### src/rtl/mano_pkg.sv
// Shared constants and FSM state encoding for the Mano CPU memory responder.
// The responder is configured with the MANO_MEM_WAIT_EN macro.
package mano_pkg;

   localparam int MANO_AW    = 4;
   localparam int MANO_DW    = 8;
   localparam int MANO_DEPTH = 16;

   typedef enum logic [1:0] {
      IDLE,
      WAIT,
      ACK
   } state_e;

endpackage

### src/rtl/mano_mem_array.sv
// Register-file memory: one write port shared by CPU and loader, one
// combinational read port, asynchronous clear of every word.
module mano_mem_array
   import mano_pkg::*;
#(
   parameter int DW = MANO_DW,
   parameter int AW = MANO_AW
) (
   input  logic          CLK,
   input  logic          RST,
   input  logic          cpu_we_i,
   input  logic [AW-1:0] cpu_addr_i,
   input  logic [DW-1:0] cpu_data_i,
   input  logic          ld_we_i,
   input  logic [AW-1:0] ld_addr_i,
   input  logic [DW-1:0] ld_data_i,
   input  logic [AW-1:0] raddr_i,
   output logic [DW-1:0] rdata_o
);

   localparam int DEPTH = 1 << AW;

   logic [DW-1:0] mem_q [DEPTH];
   logic          we;
   logic [AW-1:0] waddr;
   logic [DW-1:0] wdata;

   // Loader wins the shared port; the FSM never issues both in one cycle.
   always_comb begin
      we    = ld_we_i | cpu_we_i;
      waddr = ld_we_i ? ld_addr_i : cpu_addr_i;
      wdata = ld_we_i ? ld_data_i : cpu_data_i;
   end

   always_ff @(posedge CLK or posedge RST) begin
      if (RST) begin
         for (int i = 0; i < DEPTH; i++) begin
            mem_q[i] <= '0;
         end
      end else if (we) begin
         mem_q[waddr] <= wdata;
      end
   end

   assign rdata_o = mem_q[raddr_i];

endmodule

### src/rtl/mano_mem_responder.sv
// Memory slave for the Mano CPU with req/ack handshake and program loader.
// Define MANO_MEM_WAIT_EN to add WAIT_CYCLES wait states per access.
module mano_mem_responder
   import mano_pkg::*;
#(
   parameter int DW          = MANO_DW,
   parameter int AW          = MANO_AW,
   parameter int WAIT_CYCLES = 2
) (
   input  logic          CLK,
   input  logic          RST,
   input  logic          req_i,
   input  logic          we_i,
   input  logic [AW-1:0] addr_i,
   input  logic [DW-1:0] wdata_i,
   output logic          ack_o,
   output logic [DW-1:0] rdata_o,
   output logic          busy_o,
   output logic          err_o,
   input  logic          ld_en_i,
   input  logic [AW-1:0] ld_addr_i,
   input  logic [DW-1:0] ld_data_i
);

   state_e        state_q, state_d;
   logic          err_q, err_d;
   logic [DW-1:0] rdata_q, rdata_d;
   logic [AW-1:0] acc_addr;
   logic          acc_we;
   logic [DW-1:0] acc_wdata;
   logic          enter_ack;
   logic          cpu_wr;
   logic          ld_wr;
   logic [DW-1:0] mem_rdata;

`ifdef MANO_MEM_WAIT_EN
   localparam int CW = (WAIT_CYCLES > 1) ? $clog2(WAIT_CYCLES) : 1;

   logic [CW-1:0] cnt_q, cnt_d;
   logic [AW-1:0] addr_q;
   logic          we_q;
   logic [DW-1:0] wdata_q;
`endif

   assign ld_wr = ld_en_i && (state_q == IDLE);

   always_comb begin
      state_d   = state_q;
      err_d     = 1'b0;
      rdata_d   = rdata_q;
      enter_ack = 1'b0;
      cpu_wr    = 1'b0;
      acc_addr  = addr_i;
      acc_we    = we_i;
      acc_wdata = wdata_i;
`ifdef MANO_MEM_WAIT_EN
      cnt_d = cnt_q;
      if (state_q == WAIT) begin
         acc_addr  = addr_q;
         acc_we    = we_q;
         acc_wdata = wdata_q;
      end
`endif
      unique case (state_q)
         IDLE: begin
            if (!ld_en_i && req_i) begin
`ifdef MANO_MEM_WAIT_EN
               if (WAIT_CYCLES > 0) begin
                  state_d = WAIT;
                  cnt_d   = CW'(WAIT_CYCLES - 1);
               end else begin
                  state_d   = ACK;
                  enter_ack = 1'b1;
               end
`else
               state_d   = ACK;
               enter_ack = 1'b1;
`endif
            end
         end
         WAIT: begin
`ifdef MANO_MEM_WAIT_EN
            if (!req_i) begin
               state_d = IDLE;
               err_d   = 1'b1;
            end else if (cnt_q == '0) begin
               state_d   = ACK;
               enter_ack = 1'b1;
            end else begin
               cnt_d = cnt_q - CW'(1);
            end
`else
            state_d = IDLE;
`endif
         end
         ACK:     state_d = IDLE;
         default: state_d = IDLE;
      endcase
      if (ld_en_i && state_q != IDLE) begin
         err_d = 1'b1;
      end
      // Memory side effects happen on the edge that enters ACK.
      if (enter_ack) begin
         cpu_wr = acc_we;
         if (!acc_we) begin
            rdata_d = mem_rdata;
         end
      end
   end

   always_ff @(posedge CLK or posedge RST) begin
      if (RST) begin
         state_q <= IDLE;
         err_q   <= 1'b0;
         rdata_q <= '0;
      end else begin
         state_q <= state_d;
         err_q   <= err_d;
         rdata_q <= rdata_d;
      end
   end

`ifdef MANO_MEM_WAIT_EN
   always_ff @(posedge CLK or posedge RST) begin
      if (RST) begin
         cnt_q   <= '0;
         addr_q  <= '0;
         we_q    <= 1'b0;
         wdata_q <= '0;
      end else begin
         cnt_q <= cnt_d;
         if (state_q == IDLE && req_i && !ld_en_i) begin
            addr_q  <= addr_i;
            we_q    <= we_i;
            wdata_q <= wdata_i;
         end
      end
   end
`endif

   mano_mem_array #(
      .DW(DW),
      .AW(AW)
   ) u_mem (
      .CLK       (CLK),
      .RST       (RST),
      .cpu_we_i  (cpu_wr),
      .cpu_addr_i(acc_addr),
      .cpu_data_i(acc_wdata),
      .ld_we_i   (ld_wr),
      .ld_addr_i (ld_addr_i),
      .ld_data_i (ld_data_i),
      .raddr_i   (acc_addr),
      .rdata_o   (mem_rdata)
   );

   assign ack_o   = (state_q == ACK);
   assign busy_o  = (state_q != IDLE);
   assign err_o   = err_q;
   assign rdata_o = rdata_q;

endmodule

### config.mk
export PLATFORM = sky130hd
export DESIGN_NAME = mano_mem_responder
export DESIGN_NICKNAME = d
export VERILOG_FILES = /design/src/rtl/mano_pkg.sv /design/src/rtl/mano_mem_array.sv /design/src/rtl/mano_mem_responder.sv
export SDC_FILE = /design/constraint.sdc
export NUM_CORES = 1
export LEC_CHECK = 0
export BUFFER_PORTS_ARGS = -buffer_cell sky130_fd_sc_hd__buf_2
export CAP_MARGIN = 20
export CORE_ASPECT_RATIO = 0.6
export CORE_MARGIN = 2
export CORE_UTILIZATION = 50
export DETAILED_ROUTE_END_ITERATION = 7
export PLACE_DENSITY_LB_ADDON = 0.15
export SETUP_SLACK_MARGIN = 0.15
export SYNTH_ARGS = -nofsm -noshare
export SYNTH_HDL_FRONTEND = slang
export SYNTH_HIERARCHICAL = 1
export SYNTH_SLANG_ARGS = --single-unit
### constraint.sdc
create_clock -name CLK -period 6.15 [get_ports CLK]
set_input_delay 1.23 -clock CLK [delete_from_list [all_inputs] [get_ports CLK]]
set_output_delay 1.23 -clock CLK [all_outputs]
set_load 0.1 [all_outputs]
# --- Word level (Yosys, flattened, before mapping) ---
# Index checks and enable logic that the tools add are counted.
word_totals:
  ff_bits: 139
  input_bits: 29
  output_inout_bits: 11
  wordCells: 50
classes:
  n_lt_le_gt_ge: 3
  n_eq_ne: 2
  mux: 14
  n_bitwise: 4
  n_reduce_logical: 8
op_table:
  columns: ["operator", "n"]
  rows:
  - ["128-bit bitwise mux", 1]
  - ["8-bit binary-select mux with 4-bit select", 1]
  - ["8-bit demux with 4-bit select", 1]
  - ["8-bit two-way mux", 4]
  - ["5-bit greater-or-equal comparator, second input constant", 2]
  - ["4-bit NOT with 5-bit output", 2]
  - ["5-bit by 1-bit less-than comparator with 1-bit output, second input constant", 1]
  - ["1-bit logical AND", 4]
  - ["1-bit two-way mux", 4]
  - ["2-bit two-way mux", 2]
  - ["4-bit two-way mux", 1]
  - ["2-bit equality test, second input constant", 1]
  - ["2-bit zero test", 1]
  - ["2-bit by 1-bit inequality test with 1-bit output, second input constant", 1]
  - ["2-bit AND reduction", 1]
  - ["2-bit nonzero test", 1]
  - ["1-bit zero test", 1]
  - ["1-bit NOT", 1]
  - ["1-bit bitwise OR", 1]

# --- Longest topological paths before layout ---
# Gate-level depths: netlist of run 1.
logic_depth:
  depth_word: 9
  mapped_depth: 6
  ltp_nobuf: 5

# --- Hierarchy ---
# Netlist of run 1, hierarchy kept.
by_module_without_submodules:
  columns: ["mod", "n_inst", "cells_per_inst", "area_each_um2", "seq_area_each_um2"]
  rows:
  - ["mano_mem_array", 1, 390, 6362.4, 3203.1]
  - ["mano_mem_responder", 1, 25, 405.4, 250.2]

# --- Worst setup path before layout of run 1 ---
# Ideal clock, no wire load.
synth_timing:
  path_type: "in2reg"
  start: "input ld_en_i"
  end: "register u_mem/mem_q[88] (netlist name)"
  setup_ns: 0.125
  arrival_time_ns: 2.936
  required_time_ns: 6.025
  path_slack_ns: 3.089
  stages: 6
  path_buffers: 1
  path_cell_list: "nor3b_1 -> and2_1 -> or4b_1 -> buf_6 -> a22oi_4 -> mux2_4"
synth_between:
  word_cells_on_any_way: 16
  cone_classes: "2 x order compare; 8 x mux; 2 x bitwise; 4 x reduce/logical"
synth_rtl:
  columns: ["item", "line_no", "source"]
  rows:
  - ["start: declaration", "mano_mem_responder.sv:20", "input logic ld_en_i,"]
  - ["1-bit zero test", "mano_mem_responder.sv:66", "if (!ld_en_i && req_i) begin"]
  - ["1-bit logical AND", "mano_mem_responder.sv:66", null]
  - ["1-bit two-way mux", "mano_mem_responder.sv:66", null]
  - ["1-bit two-way mux", "mano_mem_responder.sv:64", "unique case (state_q)"]
  - ["1-bit two-way mux", "mano_mem_responder.sv:103", "if (enter_ack) begin"]
  - ["net cpu_wr", "mano_mem_responder.sv:32", "logic cpu_wr;"]
  - ["1-bit bitwise OR", "mano_mem_array.sv:30", "we = ld_we_i | cpu_we_i;"]
  - ["end signal: indexed assignment", "mano_mem_array.sv:41", "mem_q[waddr] <= wdata;"]
  - ["end: declaration", "mano_mem_array.sv:23", "logic [DW-1:0] mem_q [DEPTH];"]
# The timed path passes the listed nets, and every way through them passes these cells.
# A chain may end at the register's enable or synchronous reset.

# --- Worst setup path in the final report of run 1 ---
layout_timing:
  start: "input ld_en_i"
  end: "register u_mem/mem_q[127] (netlist name)"
layout_between:
  elab_chain_len: 8
  word_cells_on_any_way: 16
  cone_classes: "2 x order compare; 8 x mux; 2 x bitwise; 4 x reduce/logical"
layout_lines:
  columns: ["item", "line_no", "source"]
  rows:
  - ["1-bit logical AND (*)", "mano_mem_responder.sv:45", "assign ld_wr = ld_en_i && (state_q == IDLE);"]
  - ["net ld_wr", "mano_mem_responder.sv:33", "logic ld_wr;"]
  - ["4-bit two-way mux", "mano_mem_array.sv:31", "waddr = ld_we_i ? ld_addr_i : cpu_addr_i;"]
  - ["4-bit NOT with 5-bit output (not written as such)", "mano_mem_array.sv:41", null]
  - ["5-bit greater-or-equal comparator (not written as such) or 5-bit by 1-bit less-than comparator with 1-bit output (tied branches)", "mano_mem_array.sv:41", null]
  - ["1-bit logical AND (not written as such)", "mano_mem_array.sv:41", null]
  - ["8-bit two-way mux (not written as such)", "mano_mem_array.sv:41", null]
  - ["8-bit demux with 4-bit select", "mano_mem_array.sv:41", null]
  - ["128-bit bitwise mux", "mano_mem_array.sv:41", null]
# Mark *: on every way through the listed nets, which the timed path passes. The rest lies on a longest branch.

==> out/summary.txt, run 1 <==
RSZ-0062 raised after global routing - false
Crit start category - input pin
Status - finished clean
Placeable core area - 13000 sq um
Beginning of the critical path - ld_en_i
Vias in the first global route - 4120
Setup violators final - 0
Nets - 480
# port buffers - 39
Die footprint - 14500 sq um
Async S/R FF share, synth - 100%
TritonCTS buffer count - 17
Fin. max-slew vios - 0
Ant diodes - 0
Placed instance count - 601
Final hold vios - 0
Post-Layout Cell Count - 634
Average cell area after synthesis - 16.3 sq um
Syn nets - 444
Routed len/inst - 23.9 um
Post-Place Setup Slack - 2.46 ns
DRC viols - 0
Layout cells sized above 1 - 57.1%
Setup ws final - 2.93 ns
Layout area overhead - 14.0%
HP Class - flop to flop
Post-layout min period - 3.22 ns
Flops & latches, synth - 138
Slew margin rel. - 43.5%
I/O pin cnt - 40
Synth Instances - 415
Drt first pass iters - 4
CP max FO - 32
WS Path Type - input pin to flop
Routability cong. - 0.797
Crit path capture type - flop
Worst Min Path Start - u_mem/mem_q[32]
Fillers - 981
Worst reg2reg startpoint - state_q[1]
Clk_skew - 0.0117 ns
Hpwl dp - 9.83 mm
Yosys cell types - 33
Vias per cell - 6.16
CTS root buf - clkbuf_16
Worst slew pin tran - 0.846 ns
Synth Flop Type - dfrtp_1
Die H - 94.1 um
Seq/Total Area, Yosys - 51.0%
Max Cap Viol - 0
Setup TNS - 0 ns
Global route overflow - 0
Final period util - 52.3%
Cts hold-fix bufs - 0
Routed Antenna Nets - 0
Peak supply drop - 0.000214 V
Number of gates resized after cts - 0
Initial antenna violation count - 0
Leakage - 3.36 nW
Reg clk slew, reported paths - 0.06 ns
Total wire length - 15.2 mm
WP data required - 6.44 ns
CTS tree - built
Vias - 3907
Max Buffers Root-to-Sink - 2
Rows - 32
H-tree depth reported by CTS - 4
First-pass GRT wire length - 24.5 mm
DRT iter0 DRCs - 201
Starting Density - 52.0%
Setup Buffers After CTS - 0
Largest net degree at the start of global routing - 81
Most common cell after layout, fill and taps aside - dfrtp_1
Crit path DAT - 3.51 ns
Clk sink count - 138
Highest clock rate - 0.311 GHz
Synth Warn # - 6
Tot GR Track Use - 23.1%
Most frequent cells in the layout - dfrtp_1, mux2_2, buf_2
Cell Pwr Density - 420 nW/um^2
Die X - 154 um
Mapped cell area - 6770 sq um
Number of flops mapped to enable cells by yosys - 0
Clk Latency, worst-skew pair - 0.42 ns
worst max-delay path: stages:
cell and delay, ns:
buf_2 0.13, and2b_2 0.42, or4b_1 0.81, a22oi_4 0.57, mux2_4 0.35
cell families after synthesis:
kind of cell	Yosys count	synth area share [%]
simple gates	41	4.77
compound gates	32	6.16
buf+inv	28	2.11
mux	176	35.9
flops	138	51.0
synth_stat cells, types with 2 or more instances:
master / instances / area [sq um]
buf_1: 2 / 7.51
buf_4: 2 / 15.0
nor2b_1: 2 / 12.5
mux2_1: 8 / 90.1
clkbuf_1: 13 / 48.8
a22oi_4: 11 / 234
mux2_2: 112 / 1260
buf_6: 3 / 33.8
nor3b_1: 3 / 22.5
inv_1: 2 / 7.51
and3b_1: 4 / 35.0
mux4_2: 32 / 721
a22oi_1: 16 / 120
nand2_1: 8 / 30.0
dfrtp_1: 138 / 3450
nand3b_1: 5 / 37.5
or3b_1: 3 / 26.3
nand3_2: 2 / 20.0
mux2_4: 24 / 360
o22ai_2: 4 / 50.1
nand4bb_1: 2 / 22.5
and2_1: 2 / 12.5
nor4bb_1: 2 / 20.0
buf_2: 6 / 30.0
sequential cells by signal, indices dropped and copies added (netlist names):
register     flops
u_mem/mem_q    128
rdata_o          8
err_o            1
state_q          1
through the flow:
step | total power [W] | cell area, sq um | util, % | hold slack, ns
3_5_place_dp | 0.00218 | 7070 | 54.3 | 0.477
6_report | 0.00324 | 7710 | 59.3 | 0.486
5_1_grt | 0.00339 | 7710 | 59.3 | 0.497
3_3_place_gp | 0.00215 | 7070 | 54.3 | 0.462
4_1_cts | 0.00326 | 7690 | 59.1 | 0.491
2_1_floorplan | 0.00200 | 6770 | - | 0.452
metal layers:
layer / GRT usage [%] / vias up / part of all wire [%]
met5: 0 / - / 0
met3: 5.12 / 15 / 5.7
met1: 35.4 / 2091 / 49
met4: 6.46 / 0 / 1.1
met2: 33.0 / 124 / 44
li1: - / 1677 / -
where the power goes:
part / switching [W] / internal, W
Clock: 0.000399 / 0.000668
Combinational: 0.000406 / 0.000406
Sequential: 0.000157 / 0.00121
final cells by class:
| class | instances | area, sq um | area share (%) |
|---|---|---|---|
| sequential | 138 | 3450 | 44.8 |
| multi-input combinational | 249 | 3170 | 41.1 |
| clock buffer | 21 | 460 | 5.97 |
| timing repair buffer | 43 | 245 | 3.18 |
| tap | 170 | 213 | 2.76 |
| clock inverter | 11 | 161 | 2.09 |
| inverter | 2 | 10.0 | 0.130 |
final timing paths:
kind / end / slack [ns] / depth (start not counted)
worst max-delay path: u_mem/mem_q[127] / 2.93 / 5
worst min-delay path: u_mem/mem_q[32] / 0.49 / 1
min in group asynchronous: u_mem/mem_q[52] / 0.84 / 2
worst max register to register: u_mem/mem_q[127] / 3.37 / 4
worst min register to register: u_mem/mem_q[32] / 0.49 / 1
max in group asynchronous: u_mem/mem_q[103] / 4.01 / 4
Power figures use the tool's default switching activity.
==> run 2: changes to the inputs <==
Clock period 6.15 ns to 2.9 ns, I/O delays scaled along.
==> out/summary.txt, run 2 (synthesized netlist as in run 1, its figures left out) <==
M1 GR Usage - 34.2% (was 35.4%)
Max Buffers Root-to-Sink - 2 (unchanged)
Critical path's slowest cell - or4b_1 (unchanged)
Routed Antenna Nets - 0 (unchanged)
WP data required - 3.19 ns (was 6.44 ns)
Setup Buffers After CTS - 0 (unchanged)
Die X - 154 um (unchanged)
Max Cap Viol - 0 (unchanged)
GR Util met2 - 33.9% (was 33.0%)
Cell Pwr Density - 878 nW/um^2 (was 420 nW/um^2)
H-tree depth reported by CTS - 4 (unchanged)
Length in cells of the worst reg-to-reg path - 5 (was 4)
Tot GR Track Use - 22.8% (was 23.1%)
Routability cong. - 0.764 (was 0.797)
Highest clock rate - 0.395 GHz
Crit path capture type - flop (unchanged)
Die footprint - 14500 sq um (unchanged)
Fillers - 977 (was 981)
Setup TNS - 0 ns (unchanged)
Final core occ - 59.9% (was 59.3%)
Multi-input logic area - 3170 sq um (unchanged)
Clk_skew - 0.00480 ns (was 0.0117 ns)
Largest net degree at the start of global routing - 58 (was 81)
First-pass GRT wire length - 24.2 mm (was 24.5 mm)
Rows - 32 (unchanged)
TritonCTS buffer count - 17 (unchanged)
Post-layout min period - 2.53 ns
Final hold vios - 0 (unchanged)
Peak supply drop - 0.000733 V (was 0.000214 V)
Clk sink count - 138 (unchanged)
Reg clk slew, reported paths - 0.06 ns (about the same)
DRC viols - 0 (unchanged)
Status - finished clean (unchanged)
Starting Density - 52.0% (unchanged)
CTS root buf - clkbuf_16 (unchanged)
CTS tree - built (unchanged)
R2r setup slk - 0.37 ns (was 3.37 ns)
Ant diodes - 0 (unchanged)
Placeable core area - 13000 sq um (unchanged)
Vias per cell - 6.02 (was 6.16)
Final period util - 87.3%
# port buffers - 39 (unchanged)
DRT iter0 DRCs - 239 (was 201)
Slew margin rel. - 42.0% (was 43.5%)
Vias - 3864 (was 3907)
Global route overflow - 0 (unchanged)
Top reg by flops - u_mem/mem_q (unchanged)
Hpwl dp - 10.3 mm (was 9.83 mm)
Clk Latency, worst-skew pair - 0.41 ns (was 0.42 ns)
Crit path DAT - 2.83 ns (was 3.51 ns)
Met3 usage - 4.70% (was 5.12%)
Most frequent cells in the layout - dfrtp_1, mux2_2, buf_2 (unchanged)
RSZ-0062 raised after global routing - false (unchanged)
Worst slew pin tran - 0.868 ns (was 0.846 ns)
Worst reg2reg startpoint - state_q[1] (unchanged)
Max incr delay on CP - 0.66 ns (was 0.81 ns)
Critical path buffers and inverters - 0 (was 1)
Drt first pass iters - 4 (unchanged)
Die H - 94.1 um (unchanged)
Setup violators final - 0 (unchanged)
Fin. max-slew vios - 0 (unchanged)
Vias in the first global route - 4059 (was 4120)
Largest register FFs - 128 (unchanged)
FF+latch area - 3450 sq um (about the same)
Total wire length - 15.0 mm (was 15.2 mm)
Routed len/inst - 23.3 um (was 23.9 um)
WS Path Type - flop to flop (was input pin to flop)
HP Class - input pin to async pin (was flop to flop)
CP max FO - 8 (was 32)
Nets - 489 (was 480)
Cts hold-fix bufs - 0 (unchanged)
Global route hottest layer - met1 (unchanged)
Layout cells sized above 1 - 58.5% (was 57.1%)
Number of gates resized after cts - 0 (unchanged)
Initial antenna violation count - 0 (unchanged)
Cell Chain, Critical Path - nor3b_1 -> and2_1 -> or4b_1 -> a22oi_4 -> mux2_4 (was buf_2 -> and2b_2 -> or4b_1 -> a22oi_4 -> mux2_4)
I/O pin cnt - 40 (unchanged)
Crit start category - flop (was input pin)
Leakage - 3.40 nW (was 3.36 nW)
Layout area overhead - 15.3% (was 14.0%)
Worst reg2reg endpoint - u_mem/mem_q[30] (was u_mem/mem_q[127])
Cell family with most CP delay - simple AND/OR/NAND/NOR gates (unchanged)
Most common cell after layout, fill and taps aside - dfrtp_1 (unchanged)
## run 2: stage by stage
step / instances / setup WS [ns] / hold WS [ns] / total power (W) / area, sq um
3_3_place_gp: 611 / 0.177 / 0.463 / 0.00458 / 7190
5_1_grt: 642 / 0.276 / 0.272 / 0.00717 / 7800
4_1_cts: 642 / 0.362 / 0.249 / 0.00690 / 7800
2_1_floorplan: 415 / 0.364 / 0.420 / 0.00424 / 6770
6_report: 642 / 0.368 / 0.241 / 0.00685 / 7800
3_5_place_dp: 611 / 0.133 / 0.474 / 0.00466 / 7190
## run 2: final cells by class
type	instances	share of cell area, %
multi-input combinational	249	40.7
sequential	138	44.3
clock inverter	13	2.15
tap	170	2.73
clock buffer	18	5.63
inverter	2	0.144
timing repair buffer	52	4.40
## run 2: worst max-delay path by stage
stage	cells after the start	start	slack [ns]	end
final	5	state_q[1]	0.37	u_mem/mem_q[30]
after floorplan	6	state_q[1]	0.36	u_mem/mem_q[88]
after global routing	5	state_q[1]	0.28	u_mem/mem_q[30]
after detailed placement	6	ld_en_i	0.13	u_mem/mem_q[30]
after CTS	5	state_q[1]	0.36	u_mem/mem_q[30]
after global placement	6	ld_en_i	0.18	u_mem/mem_q[29]
## run 2: power breakdown
| part | switching [W] | internal (W) | leakage (nW) |
|---|---|---|---|
| Sequential | 0.000348 | 0.00256 | 1.71 |
| Combinational | 0.000851 | 0.000873 | 1.40 |
| Clock | 0.000840 | 0.00138 | 0.293 |
| Total | 0.00204 | 0.00481 | 3.40 |
## run 2: layer usage
layer	vias to the layer above	routed length (um)
met5	-	0
met4	0	88
met3	9	872
met2	101	6620
met1	2060	7400
li1	1694	-
